File: config.mk
export PLATFORM = sky130hd
export DESIGN_NAME = sa_skew_feeder
export DESIGN_NICKNAME = d
export VERILOG_FILES = /design/src/rtl/sa_pkg.sv /design/src/rtl/sa_skew_slice.sv /design/src/rtl/sa_skew_feeder.sv
export SDC_FILE = /design/constraint.sdc
export NUM_CORES = 1
export LEC_CHECK = 0
export ABC_AREA = 0
export CORE_MARGIN = 1
export CORE_UTILIZATION = 40
export DETAILED_ROUTE_END_ITERATION = 8
export HOLD_SLACK_MARGIN = 0.1
export PLACE_DENSITY = 0.58
export SLEW_MARGIN = 20
export SYNTH_ARGS = -nofsm -noshare
export SYNTH_HDL_FRONTEND = slang
export SYNTH_SLANG_ARGS = --single-unit
File: constraint.sdc
create_clock -name clk -period 2.45 [get_ports clk]
set_clock_uncertainty 0.2 [all_clocks]
set_input_delay 0.49 -clock clk [delete_from_list [all_inputs] [get_ports clk]]
set_output_delay 0.49 -clock clk [all_outputs]
set_load 0.02 [all_outputs]
File: src/rtl/sa_pkg.sv
// sa_pkg: definitions shared by the systolic-array datapath and its skew feeder.
//   - SA_N / SA_DW  : default array dimension and operand width
//   - sa_word_t     : operand word at the default width
//   - feeder_state_t: sequencing states of the skew feeder
//   - idx_w()       : index width helper that never returns zero
package sa_pkg;

  localparam int SA_N  = 3;
  localparam int SA_DW = 16;

  typedef logic [SA_DW-1:0] sa_word_t;

  typedef enum logic [2:0] {
    ST_IDLE  = 3'd0,
    ST_CLEAR = 3'd1,
    ST_FEED  = 3'd2,
    ST_DRAIN = 3'd3,
    ST_DONE  = 3'd4
  } feeder_state_t;

  // Width needed to index n entries; at least one bit so ports never collapse.
  function automatic int idx_w(input int n);
    return (n > 1) ? $clog2(n) : 1;
  endfunction

endpackage

File: src/rtl/sa_skew_slice.sv
// sa_skew_slice: combinational selector for one diagonal slice of the operands.
// Ports:
//   k       in  slice index (FEED cycle number)
//   lbuf    in  left operand vector, N words
//   tbuf    in  top weight matrix, tbuf[j][e] = element e of column j
//   l_slice out lbuf[k] when k < N, else 0
//   t_slice out t_slice[j] = tbuf[j][k-j] when j <= k < j+N, else 0
module sa_skew_slice #(
  parameter int N  = 3,
  parameter int DW = 16,
  parameter int CW = 3
) (
  input  logic [CW-1:0]                k,
  input  logic [N-1:0][DW-1:0]         lbuf,
  input  logic [N-1:0][N-1:0][DW-1:0]  tbuf,
  output logic [DW-1:0]                l_slice,
  output logic [N-1:0][DW-1:0]         t_slice
);

  // OR-combine the single matching element per lane; no match leaves zero.
  always_comb begin
    l_slice = {DW{1'b0}};
    t_slice = {(N*DW){1'b0}};
    for (int e = 0; e < N; e++) begin
      l_slice = l_slice | ((int'(k) == e) ? lbuf[e] : {DW{1'b0}});
    end
    for (int j = 0; j < N; j++) begin
      for (int e = 0; e < N; e++) begin
        // column j is delayed j cycles, so slice k carries element k-j
        t_slice[j] = t_slice[j] | ((int'(k) == j + e) ? tbuf[j][e] : {DW{1'b0}});
      end
    end
  end

endmodule

File: src/rtl/sa_skew_feeder.sv
// sa_skew_feeder: upstream stage of the NxN systolic array.
// Buffers a left vector and an NxN top matrix, then on start clears the array,
// feeds diagonally skewed slices, waits out the drain and raises read/done.
// Ports:
//   clk, reset             clock; asynchronous active-low reset
//   wr_en/wr_sel           buffer write strobe; 0 = left vector, 1 = top matrix
//   wr_row/wr_col/wr_data  matrix column j, element k, value
//   start                  begin one feed sequence (ignored while busy)
//   busy, done             status
//   sa_reset, sa_read      array clear and read enable
//   l_d_o, pe_t_o          array left input and N top inputs
// All outputs are registered from the current state, so they trail the state
// register by one cycle.
module sa_skew_feeder
  import sa_pkg::*;
#(
  parameter int N       = SA_N,
  parameter int DW      = SA_DW,
  parameter int CLR_CYC = 3,
  parameter int DRAIN   = 1
) (
  input  logic                    clk,
  input  logic                    reset,
  input  logic                    wr_en,
  input  logic                    wr_sel,
  input  logic [idx_w(N)-1:0]     wr_row,
  input  logic [idx_w(N)-1:0]     wr_col,
  input  logic [DW-1:0]           wr_data,
  input  logic                    start,
  output logic                    busy,
  output logic                    done,
  output logic                    sa_reset,
  output logic                    sa_read,
  output logic [DW-1:0]           l_d_o,
  output logic [N-1:0][DW-1:0]    pe_t_o
);

  localparam int CW = idx_w(2 * N);
  localparam logic [CW-1:0] CLR_LAST  = CW'(CLR_CYC - 1);
  localparam logic [CW-1:0] FEED_LAST = CW'(2 * N - 2);
  localparam logic [CW-1:0] DRN_LAST  = CW'((DRAIN > 0) ? DRAIN - 1 : 0);
  localparam logic [CW-1:0] CNT_ONE   = CW'(1);

  feeder_state_t               state_r, state_nxt_s;
  logic [CW-1:0]               cnt_r, cnt_nxt_s;
  logic [N-1:0][DW-1:0]        lbuf_r;
  logic [N-1:0][N-1:0][DW-1:0] tbuf_r;
  logic                        wr_ok_s;
  logic [DW-1:0]               l_slice_s;
  logic [N-1:0][DW-1:0]        t_slice_s;
  logic                        busy_nxt_s, done_nxt_s, clr_nxt_s, read_nxt_s;
  logic [DW-1:0]               l_nxt_s;
  logic [N-1:0][DW-1:0]        t_nxt_s;

  // Buffers are only writable while no sequence is using them.
  assign wr_ok_s = (state_r == ST_IDLE) || (state_r == ST_DONE);

  // Operand buffer writes; indices >= N match no entry and are dropped.
  always_ff @(posedge clk or negedge reset) begin
    if (!reset) begin
      lbuf_r <= {(N*DW){1'b0}};
      tbuf_r <= {(N*N*DW){1'b0}};
    end else if (wr_en && wr_ok_s) begin
      for (int j = 0; j < N; j++) begin
        for (int e = 0; e < N; e++) begin
          if (!wr_sel && (j == 0) && (int'(wr_col) == e)) begin
            lbuf_r[e] <= wr_data;
          end
          if (wr_sel && (int'(wr_row) == j) && (int'(wr_col) == e)) begin
            tbuf_r[j][e] <= wr_data;
          end
        end
      end
    end
  end

  // State and sequence counter register.
  always_ff @(posedge clk or negedge reset) begin
    if (!reset) begin
      state_r <= ST_IDLE;
      cnt_r   <= {CW{1'b0}};
    end else begin
      state_r <= state_nxt_s;
      cnt_r   <= cnt_nxt_s;
    end
  end

  // Next-state and counter logic; start is only honoured in IDLE and DONE.
  always_comb begin
    state_nxt_s = state_r;
    cnt_nxt_s   = cnt_r;
    case (state_r)
      ST_IDLE, ST_DONE: begin
        if (start) begin
          state_nxt_s = ST_CLEAR;
          cnt_nxt_s   = {CW{1'b0}};
        end else begin
          state_nxt_s = state_r;
        end
      end
      ST_CLEAR: begin
        if (cnt_r == CLR_LAST) begin
          state_nxt_s = ST_FEED;
          cnt_nxt_s   = {CW{1'b0}};
        end else begin
          cnt_nxt_s = cnt_r + CNT_ONE;
        end
      end
      ST_FEED: begin
        if (cnt_r == FEED_LAST) begin
          state_nxt_s = (DRAIN == 0) ? ST_DONE : ST_DRAIN;
          cnt_nxt_s   = {CW{1'b0}};
        end else begin
          cnt_nxt_s = cnt_r + CNT_ONE;
        end
      end
      ST_DRAIN: begin
        if (cnt_r == DRN_LAST) begin
          state_nxt_s = ST_DONE;
          cnt_nxt_s   = {CW{1'b0}};
        end else begin
          cnt_nxt_s = cnt_r + CNT_ONE;
        end
      end
      default: begin
        state_nxt_s = ST_IDLE;
        cnt_nxt_s   = {CW{1'b0}};
      end
    endcase
  end

  sa_skew_slice #(
    .N  (N),
    .DW (DW),
    .CW (CW)
  ) u_slice (
    .k       (cnt_r),
    .lbuf    (lbuf_r),
    .tbuf    (tbuf_r),
    .l_slice (l_slice_s),
    .t_slice (t_slice_s)
  );

  // Output values decoded from the current state; data is non-zero only in FEED.
  always_comb begin
    busy_nxt_s = 1'b0;
    done_nxt_s = 1'b0;
    clr_nxt_s  = 1'b0;
    read_nxt_s = 1'b0;
    l_nxt_s    = {DW{1'b0}};
    t_nxt_s    = {(N*DW){1'b0}};
    case (state_r)
      ST_IDLE: begin
        busy_nxt_s = 1'b0;
      end
      ST_CLEAR: begin
        busy_nxt_s = 1'b1;
        clr_nxt_s  = 1'b1;
      end
      ST_FEED: begin
        busy_nxt_s = 1'b1;
        l_nxt_s    = l_slice_s;
        t_nxt_s    = t_slice_s;
      end
      ST_DRAIN: begin
        busy_nxt_s = 1'b1;
      end
      ST_DONE: begin
        done_nxt_s = 1'b1;
        read_nxt_s = 1'b1;
      end
      default: begin
        busy_nxt_s = 1'b0;
      end
    endcase
  end

  // Output register.
  always_ff @(posedge clk or negedge reset) begin
    if (!reset) begin
      busy     <= 1'b0;
      done     <= 1'b0;
      sa_reset <= 1'b0;
      sa_read  <= 1'b0;
      l_d_o    <= {DW{1'b0}};
      pe_t_o   <= {(N*DW){1'b0}};
    end else begin
      busy     <= busy_nxt_s;
      done     <= done_nxt_s;
      sa_reset <= clr_nxt_s;
      sa_read  <= read_nxt_s;
      l_d_o    <= l_nxt_s;
      pe_t_o   <= t_nxt_s;
    end
  end

endmodule

### After elaboration in Yosys (flattened, before gate mapping)

Cells that the tools add are included.

* output and inout bits: 68
* input port bits: 25
* register bits: 265
* logic and storage cells: 113

* bitwise logic cells: 8
* reductions and logical operators: 38
* mux-type cells: 27
* equal/unequal tests: 18
* add/sub/neg operators: 1

Operators with widths (count)
* 16-bit 2-to-1 mux: 13
* 16-bit OR: 8
* 48-bit 2-to-1 mux: 1
* 3-bit 2-to-1 mux: 8
* 3-bit case mux with 4 select lines: 2
* 2-bit AND reduction: 12
* 1-bit logical AND: 16
* 3-bit equality test (second input constant): 5
* 3-bit by 2-bit equality test with 1-bit output (second input constant): 4
* 3-bit zero test: 3
* 2-bit equality test (second input constant): 4
* 2-bit != test (second input constant): 4
* 2-bit zero test: 2
* 4-bit AND reduction: 1
* 3-bit by 1-bit adder with 3-bit output (second input constant): 1
* 3-bit by 1-bit equality test with 1-bit output (second input constant): 1
* 1-bit 2-to-1 mux: 3
* 3-bit OR reduction: 1
* 2-bit OR reduction: 1
* 1-bit zero test: 1
* 1-bit logical OR: 1

### Logic depth before layout (Yosys ltp)

Gate-level depths: netlist of run 1.

* depth in word-level cells: 5
* mapped depth: 8
* gate-level depth less buffers: 5

### By module

Synthesis of run 1 repeated with hierarchy kept, for this count alone.

* cells, all modules: 890
* area, all modules: 11805.1 µm²

Modules (own cells, without submodules)
* sa_skew_feeder: seq. area each 6631.4 µm², cells an instance 630, area each 10012.1 µm², instances 1
* sa_skew_slice: seq. area each 0.0 µm², cells an instance 260, area each 1793.0 µm², instances 1

### Worst setup path before layout of run 1

No wires, ideal clock.

* path kind: input-to-reg
* start point: input wr_col[0]
* end point: register tbuf_r[37] (netlist name)
* cell stages on the path: 7
* buffers on the path: 4
* library setup time: 0.125 ns
* data required time: 2.125 ns
* setup slack: -0.007 ns
* data arrival time: 2.132 ns
* cells stage by stage: clkbuf_2 -> or3_1 -> buf_2 -> or4_4 -> buf_6 -> buf_12 -> mux2_4

* longest elaborated chain between the ends: 3

RTL lines
* start: declaration: RTL line sa_skew_feeder.sv:27 `input logic [idx_w(N)-1:0] wr_col,`
* 2-bit equality test: RTL line sa_skew_feeder.sv:69 `if (wr_sel && (int'(wr_row) == j) && (int'(wr_col) == e)) begin`
* 1-bit logical AND: RTL line sa_skew_feeder.sv:69
* 2-bit AND reduction (no line)
* end signal: assignment: RTL line sa_skew_feeder.sv:62 `tbuf_r <= {(N*N*DW){1'b0}};`
* end signal: indexed assignment: RTL line sa_skew_feeder.sv:70 `tbuf_r[j][e] <= wr_data;`
* end: declaration: RTL line sa_skew_feeder.sv:47 `logic [N-1:0][N-1:0][DW-1:0] tbuf_r;`

No other way between the ends.
A chain may end at the register's enable or synchronous reset.

### Final worst setup path of run 1

* start point: register state_r[0]
* end point: register tbuf_r[41] (netlist name)

* longest elaborated chain between the ends: 4
* elaborated cells on any way between the ends: 5
* classes of those cells: eq/ne (1); reduce/logical (4)

RTL lines
* start: declaration: RTL line sa_skew_feeder.sv:44 `feeder_state_t state_r, state_nxt_s;`
* start signal: assignment: RTL line sa_skew_feeder.sv:83 `state_r <= state_nxt_s;`
* 3-bit equality test or 3-bit zero test (tied branches): RTL line sa_skew_feeder.sv:56 `assign wr_ok_s = (state_r == ST_IDLE) || (state_r == ST_DONE);`
* 1-bit logical OR *: RTL line sa_skew_feeder.sv:56
* 1-bit logical AND *: RTL line sa_skew_feeder.sv:63 `end else if (wr_en && wr_ok_s) begin`
* 2-bit AND reduction (no line) *

Every way passes the cells marked *; elsewhere a longest branch is shown, timed or not.

==> flow_summary.ini, run 1 <==
[critical_path]
critPathCaptureType = register
cpLargestDelayFamily = simple AND/OR/NAND/NOR gates
crit_arrival_ns = 2.41
path_max_fanout = 16
ff2ff_setup_slack_ns = 0.26
worst-path-buf-inv = 0
path_cells = or3_1 -> or4_4 -> mux2_4
slowest_delay_ns = 0.72
path_class = reg -> reg
crit_slowest_cell = or4_4
startpoint_type = register
cp.required_ns = 2.67

[hold_path]
hold_class = in -> async

[final_layout]
utilization = 0.5043
mostFrequentLayoutCell = dfrtp_1
antenna_cells = 0
nNetsFinal = 835
drive_above_1_share = 0.3386
n_fill_cell = 2130
areaGrowthSynthToFinish_pct = 22.44
most-common-layout-cells = 265 x dfrtp_1, 182 x mux2_2, 91 x clkdlybuf4s50_1

[cts]
cts_buffers = 27
path_clk_slew_ns = 0.06
clk_latency_ns = 0.54
clock_sinks = 265
clock_path_buffers = 3
cts_setup_buffers = 0
htreeDepth = 1
cts_root_buffer = clkbuf_16
tritoncts = built

[sta]
fin_setup_tns_ns = 0
fin_ws_ns = 0.2624
min_period_over_period = 0.8929
grt_setup_unrepaired = false
final_hold_viol_count = 0
drv_slew = 0
maxSlewHeadroom = 0.6065
final-setup-viol-count = 0
tightest_slew_ns = 0.5884
whs_ns = 0.2654
min_period_ns = 2.188
fmax_ghz = 0.4571

[grt]
grt_pass1_wl_microns = 38920
grt_pass1_vias = 6880
grt-ovfl-total = 0
grt_util_met1 = 0.2534
grtUsageMet2 = 0.3130
grt_max_degree = 77
grt_use_met3 = 0.03005
antenna_found_initial = 2
grt_busiest_layer = met2
grtUsageTotal = 0.1880

[synthesis]
synth_nets = 745
synth_flop_cell = dfrtp_1
yosys_warnings = 0
ys_seq_area_frac = 0.6339
synth_cell_type_count = 43
ys_ff_latch = 265
synth_edf_count = 0
synthTopCellsByArea = dfrtp_1 63%, mux2_2 20%, a222oi_1 6.1%
syn_inst = 715
synth.top_cell.area_share = 0.6339
yosys.area.top_type = dfrtp_1
async_flop_share = 1.000
synth.avg_cell_area_sq_um = 14.63
syn_area_sq_um = 10460

[pwr]
p_sw_frac = 0.2866
pwr_density_cell_nw_per_um2 = 1025
p_int_uw = 9365
leakage_uw = 0.005835
ir_drop_mv = 0.7967
netSwitchingPower_uw = 3762
pwr-share-clk = 0.302
combinationalPowerShare = 0.233
total_power_uw = 13130
seqPwrFrac = 0.464

[drt]
remaining_drc_errors = 0
drt_iter0_drc = 595
dr.pass1.iters = 8
avgViaCountPerCell = 5.587
drt_wl_total_microns = 24240
ant_nets = 0
vias = 6447
wl_per_cell_microns = 21.00

[placed_design]
portBuffers = 92
dp.final_hpwl_microns = 14690
gp_congestion = 0.8484
pre_cts_slack_ns = -0.2395

[floorplanning]
fp.dieW_microns = 163.7
fp.dieH_microns = 163.7
start_util = 0.4119
ios = 93
placementRows = 58
die-area_sq_um = 26800
coreArea_sq_um = 25400

[run_status]
status = finished, final reports clean

[run]
cap_viol_max_count = 0
## per-stage QoR
| stage | instances | cell area [sq um] |
|---|---|---|
| 2_1_floorplan | 715 | 10460 |
| 3_3_place_gp | 1105 | 11940 |
| 3_5_place_dp | 1105 | 11940 |
| 4_1_cts | 1154 | 12810 |
| 5_1_grt | 1154 | 12810 |
| 6_report | 1154 | 12810 |
## cells in the mapped netlist, types with 2 or more instances
cell      count
a21oi_1       2
a222oi_1     64
buf_1         2
buf_2         6
clkbuf_1     55
dfrtp_1     265
ha_1          5
inv_1         5
mux2_2      182
mux2_4       10
mux2i_1       3
nand2_1       3
nand2b_1      3
nand3_1       2
nand3b_1      2
nand4_1       3
nor2_1       69
nor2b_1       4
nor3_1        2
nor3_2        2
nor4bb_1      2
o22ai_1       2
or3_1         2
## state kept, by name, summed over array words and instances (netlist names)
name / count
busy: 1
tbuf_r: 144
cnt_r: 3
sa_reset: 1
lbuf_r: 48
pe_t_o: 48
state_r: 3
l_d_o: 16
sa_read: 1
## layout make-up
| class | instances | area (sq um) | share of cell area |
|---|---|---|---|
| clock inverters | 10 | 81.33 | 0.006350 |
| well taps | 330 | 412.9 | 0.03224 |
| flip-flops and latches | 265 | 6631 | 0.5177 |
| inverters | 5 | 18.77 | 0.001465 |
| repair buffers | 128 | 1361 | 0.1063 |
| multi-input cells | 378 | 3526 | 0.2753 |
| clock buffers | 38 | 777.0 | 0.06066 |
## kinds of logic (layout without fill, tap and decap cells)
family	count (synthesis)	count (layout)	share of synthesized area
buffers and inverters	72	181	0.02930
xor gates and xnor gates	1	1	0.0008374
DFF	265	265	0.6339
and+or+nand+nor	103	103	0.04892
adders and majority gates	5	5	0.005980
muxes	195	195	0.2131
AOI/OAI and AO/OA	74	74	0.06793
## power by group through the flow
stage               sequential (uW)  clock, uW  combinational (uW)
floorplan                      6100          0                1980
global placement               6080          0                2970
detailed placement             6150          0                3090
CTS                            6090       4080                3090
finish                         6100       3970                3060
global route                   6230       4240                3340
## layer usage
metal  vias to the layer above  share of wire
met1                      3401           0.44
met2                       186           0.49
met4                         2          0.021
met3                        40          0.053
met5                         -        0.00045
li1                       2818              -
## repair_timing
item                                   4_1_cts  5_1_grt
endpoints found under the hold margin      102        0
resized for setup                            0        0
hold buffers                                 1        0
## worst paths after layout
| kind | from | endpoint | cells after the start |
|---|---|---|---|
| worst max register to register | state_r[0]$_DFFE_PN0P_ | tbuf_r[41]$_DFFE_PN0P_ | 3 |
| worst min-delay path | reset | pe_t_o[23]$_DFF_PN0_ | 2 |
| worst min register to register | tbuf_r[22]$_DFFE_PN0P_ | tbuf_r[22]$_DFFE_PN0P_ | 1 |
| min in group clk | tbuf_r[22]$_DFFE_PN0P_ | tbuf_r[22]$_DFFE_PN0P_ | 1 |
| max in group asynchronous | reset | cnt_r[0]$_DFFE_PN0P_ | 3 |
| worst max-delay path | state_r[0]$_DFFE_PN0P_ | tbuf_r[41]$_DFFE_PN0P_ | 3 |
No activity file was read; power rests on OpenSTA's default activity.
==> run 2: changes to the inputs <==
- PLACE_DENSITY: 0.58 -> 0.56
- clock period: 2.45 -> 2.4 ns (I/O delays scaled with it)
==> flow_summary.ini, run 2 (same netlist as run 1, synthesis figures left out) <==
[run_status]
status = finished, final reports clean

[floorplanning]
coreArea_sq_um = 25400
fp.dieW_microns = 163.7
die-area_sq_um = 26800
ios = 93
placementRows = 58
fp.dieH_microns = 163.7
start_util = 0.4119

[drt]
drt_wl_total_microns = 24270
remaining_drc_errors = 0
ant_nets = 0
drt-met1-wl_microns = 10690
drt_iter0_drc = 524
vias = 6397
dr.pass1.iters = 8
maxUsedRoutingLayer = met4
avgViaCountPerCell = 5.529
wl_per_cell_microns = 20.97
wl_met3_microns = 1300
wl_met2_microns = 11830

[grt]
grt_max_degree = 71
grt-ovfl-total = 0
grtUsageTotal = 0.1872
grt_pass1_vias = 6960
antenna_found_initial = 0
grt_pass1_wl_microns = 38750

[critical_path]
cp.required_ns = 2.61
cp-startpoint = state_r[0]$_DFFE_PN0P_
path_class = reg -> reg
rr_startpoint = state_r[0]$_DFFE_PN0P_
crit_arrival_ns = 2.43
rr_worst_depth = 3
path_max_fanout = 16
startpoint_type = register
ff2ff_setup_slack_ns = 0.17
reg2reg_to = tbuf_r[43]$_DFFE_PN0P_
critPathCaptureType = register

[sta]
grt_setup_unrepaired = false
tightest_slew_ns = 0.6344
fmax_ghz = 0.4490
maxSlewHeadroom = 0.5761
fin_setup_tns_ns = 0
drv_slew = 0
min_period_over_period = 0.9279
min_period_ns = 2.227
final_hold_viol_count = 0
final-setup-viol-count = 0

[final_layout]
most-common-layout-cells = 265 x dfrtp_1, 182 x mux2_2, 91 x clkdlybuf4s50_1
nNetsFinal = 841
largestRegisters = tbuf_r x144, lbuf_r x48, pe_t_o x48
largest_register_ff_count = 144
areaGrowthSynthToFinish_pct = 23.04
antenna_cells = 0
final_area_sq_um = 12870
largest_register = tbuf_r
drive_above_1_share = 0.3410
mostFrequentLayoutCell = dfrtp_1

[cts]
htreeDepth = 1
cts_setup_buffers = 0
tritoncts = built
clock_sinks = 265
clock_path_buffers = 3
cts_root_buffer = clkbuf_16
clk_latency_ns = 0.53
cts_buffers = 28
path_clk_slew_ns = 0.06

[placed_design]
dp.final_hpwl_microns = 15240
portBuffers = 92
place_area_sq_um = 11970
gp_congestion = 0.8724

[run]
cap_viol_max_count = 0

[hold_path]
hold_class = reg -> reg
holdPathEnd = tbuf_r[97]$_DFFE_PN0P_
hold_path.startpoint = tbuf_r[97]$_DFFE_PN0P_
worstHoldPathCells = 1

[pwr]
total_power_uw = 13480
pwr_density_cell_nw_per_um2 = 1047
leakage_uw = 0.005874
ir_drop_mv = 0.6746
run 2: cell type report:
class,count,area (sq um)
sequential,265,6631
tap,330,412.9
inverter,5,18.77
timing repair buffer,133,1386
fill,2172,12530
multi-input combinational,378,3531
clock buffer,41,840.8
clock inverter,5,50.05
run 2: metrics by stage:
stage	utilization	std cells	setup WS (ns)	hold WS, ns
6_report	0.5067	1157	0.1730	0.3049
5_1_grt	0.5067	1157	0.08460	0.3214
4_1_cts	0.5067	1157	0.1775	0.3069
3_5_place_dp	0.4711	1110	-0.2842	0.2940
3_3_place_gp	0.4711	1110	-0.2733	0.2869
2_1_floorplan	-	715	-0.04665	-0.01559
run 2: routing by layer:
metal,track usage,vias up
met1,0.2551,3366
li1,-,2822
met4,0.04966,0
met5,0,-
met2,0.3118,179
met3,0.02879,30
run 2: what timing repair did:
item,in CTS,in global routing
setup endpoints to repair,13,0
endpoints found under the hold margin,61,0
gates resized for setup,1,0
hold buffers,1,0
run 2: power by group:
part | switching [uW] | leakage (uW) | total (uW) | internal, uW
Clock | 1660 | 0.000443 | 4160 | 2500
Combinational | 1560 | 0.00190 | 3100 | 1540
Sequential | 591 | 0.00353 | 6220 | 5630
run 2: how the worst max path moves through the flow:
stage | to | slack (ns) | cells after the start
after global placement | tbuf_r[38]$_DFFE_PN0P_ | -0.27 | 4
after global routing | pe_t_o[25]$_DFF_PN0_ | 0.08 | 6
after floorplan | tbuf_r[37]$_DFFE_PN0P_ | -0.05 | 7
after detailed placement | tbuf_r[46]$_DFFE_PN0P_ | -0.28 | 4
final | tbuf_r[43]$_DFFE_PN0P_ | 0.17 | 3
after CTS | tbuf_r[46]$_DFFE_PN0P_ | 0.18 | 3
run 2: critical path, cell delays in order, from the launching register on:
cell and delay [ns]:
dfrtp_1 0.38, or3_1 0.44, or4_4 0.72, mux2_4 0.35
==> variant: new RTL, settings of run 2 <==
Encoding of `feeder_state_t`: now Gray code (3 bits for 5 states).
--- a/src/rtl/sa_pkg.sv
+++ b/src/rtl/sa_pkg.sv
@@ -11,11 +11,11 @@
   typedef logic [SA_DW-1:0] sa_word_t;
 
   typedef enum logic [2:0] {
-    ST_IDLE  = 3'd0,
-    ST_CLEAR = 3'd1,
-    ST_FEED  = 3'd2,
-    ST_DRAIN = 3'd3,
-    ST_DONE  = 3'd4
+    ST_IDLE  = 3'b000,
+    ST_CLEAR = 3'b001,
+    ST_FEED  = 3'b011,
+    ST_DRAIN = 3'b010,
+    ST_DONE  = 3'b110
   } feeder_state_t;
 
   // Width needed to index n entries; at least one bit so ports never collapse.
Check against the original RTL: no difference found for any inputs over 4 cycles, from zero or initial values and one cycle with reset low; so few cycles prove little.
==> variant against run 2 <==
- sequential cell count stayed put
- area after synthesis fell by 0.51%
- routed wire length is 0.77% higher
- combinational power up 12%
- highest routed layer unchanged
- total power is 2.2% higher
- largest power group unchanged
- design area fell by 0.72%
- setup slack got worse by 0.034 ns
- die area is 0.51% lower
- via count is 0.14% lower
==> variant: results (changes against run 2) <==
stage,metric,value,unit,change
outcome,status,"complete, no violations",,
placed_design,preCtsSetupSlack,-0.293,ns,-0.00910 ns
placed_design,placement.io_buffers,92,,unchanged
yosys,synth_fp_nets,741,,-0.54%
placed_design,postPlaceCellArea,0.0119,mm2,-0.25%
critical_path,worst_path_max_delay_cell,or4b_1,,
yosys,ys_types,33,,-23%
placed_design,place.detailed.hpwl,14800,um,-2.7%
power,worst_ir_drop_vdd,0.431,mV,-36%
global_routing,maximum_number_of_pins_on_one_net_before_global_route_repair,65,,-8.5%
yosys,post_synth_main_area_contributors,"dfrtp_1, mux2_2, a222oi_1",,
layout,layout-drive-gt1-share,33.1,%,-1.0 points
power,p_leak,0.00589,uW,+0.26%
routing,detail_route.vias_per_cell,5.55,,+0.29%
yosys,synthTopCellsByCount,"dfrtp_1, mux2_2, nor2_1, a222oi_1, clkbuf_1",,
critical_path,slowest_stage_delay_on_critical_path,0.56,ns,-0.16 ns
timing,hold-worst-slack,0.267,ns,-0.0382 ns
routing,final_routed_wire_length_divided_by_cell_count,21.2,um,+1.2%
cts,ctsHtreeMaxLevel,1,,unchanged
layout,nets,835,,-0.71%
cts,clockBufferDepth,3,,unchanged
cts,cts-buffers-inserted,27,,-3.6%
global_routing,wire_length_of_the_first_global_routing_pass,39400,um,+1.8%
global_routing,grt_pass1_vias,6923,,-0.53%
critical_path,reg2reg_setup_slack,0.14,ns,-0.03 ns
timing,post-route-min-period,2.26,ns,+0.0336 ns
placed_design,placer_congestion_estimate,0.815,,-6.6%
global_routing,grt_use_total,19.1,%,+0.42 points
routing,initialDrtViolationCount,549,,+4.8%
min_path,min-delay-path-class,primary input to async pin,,
critical_path,critPathArrivalTime,2.47,ns,+0.04 ns
routing,drt_first_pass_iters,6,,-2
yosys,synth-seq-area-share,63.7,%,+0.33 points
cts,root_buffer,clkbuf_16,,
timing,maxSlewHeadroom,55.2,%,-2.4 points
layout,layout_top_registers,"tbuf_r (144), lbuf_r (48), pe_t_o (48)",,
## variant: cells by family after synthesis
group | share of synthesized area [%]
buffers and inverters | 2.83
AO/OA/AOI/OAI | 6.77
multiplexers | 21.3
AND/OR/NAND/NOR | 4.42
flip-flops | 63.7
adder cells (fa/ha/maj) | 0.601
XOR/XNOR | 0.325
## variant: layout make-up
type	instances	area, um2
fillers	2156	12500
multi-input cells	376	3480
clock buffers	40	774
well taps	330	413
inverters	6	22.5
repair buffers	129	1390
flip-flops and latches	265	6630
clock inverters	6	58.8
## variant: report_power, final
group,switching [uW],internal (uW)
Sequential,640,5700
Clock,1640,2320
Combinational,1790,1680
## variant: worst paths after layout
path	from	to	cells past startpoint
worst min-delay path	reset	pe_t_o[44]	2
worst min register to register	tbuf_r[42]	tbuf_r[42]	1
max in group asynchronous	reset	pe_t_o[5]	3
min in group clk	tbuf_r[42]	tbuf_r[42]	1
worst max register to register	state_r[1]	tbuf_r[27]	5
worst max-delay path	state_r[1]	tbuf_r[27]	5
## variant: what timing repair did
item / CTS / global route
hold buffers: 1 / 0
gates resized for setup: 0 / 0
hold endpoints to repair: 49 / 0
## variant: worst register-to-register path, stage by stage, from the launching register on
cell	delay, ns
dfrtp_1	0.45
xnor2_2	0.25
nand4b_1	0.18
or4b_1	0.56
buf_12	0.20
mux2_4	0.31
## variant: through the flow
| stage | setup TNS, ns | std cells |
|---|---|---|
| detailed placement | -24.49 | 1105 |
| global placement | -16.21 | 1105 |
| global route | 0 | 1152 |
| finish | 0 | 1152 |
| CTS | 0 | 1152 |
| floorplan | 0 | 711 |
## variant: per-layer routing
layer  track usage, %  wire length (um)  vias up  part of all wire (%)
li1                 -                 -     2797                     -
met1             25.9             10700     3379                    44
met2             32.3             12200      175                    50
met3             2.54              1090       37                   4.5
met4             5.31               451        0                   1.8
met5                0                 0        -                     0
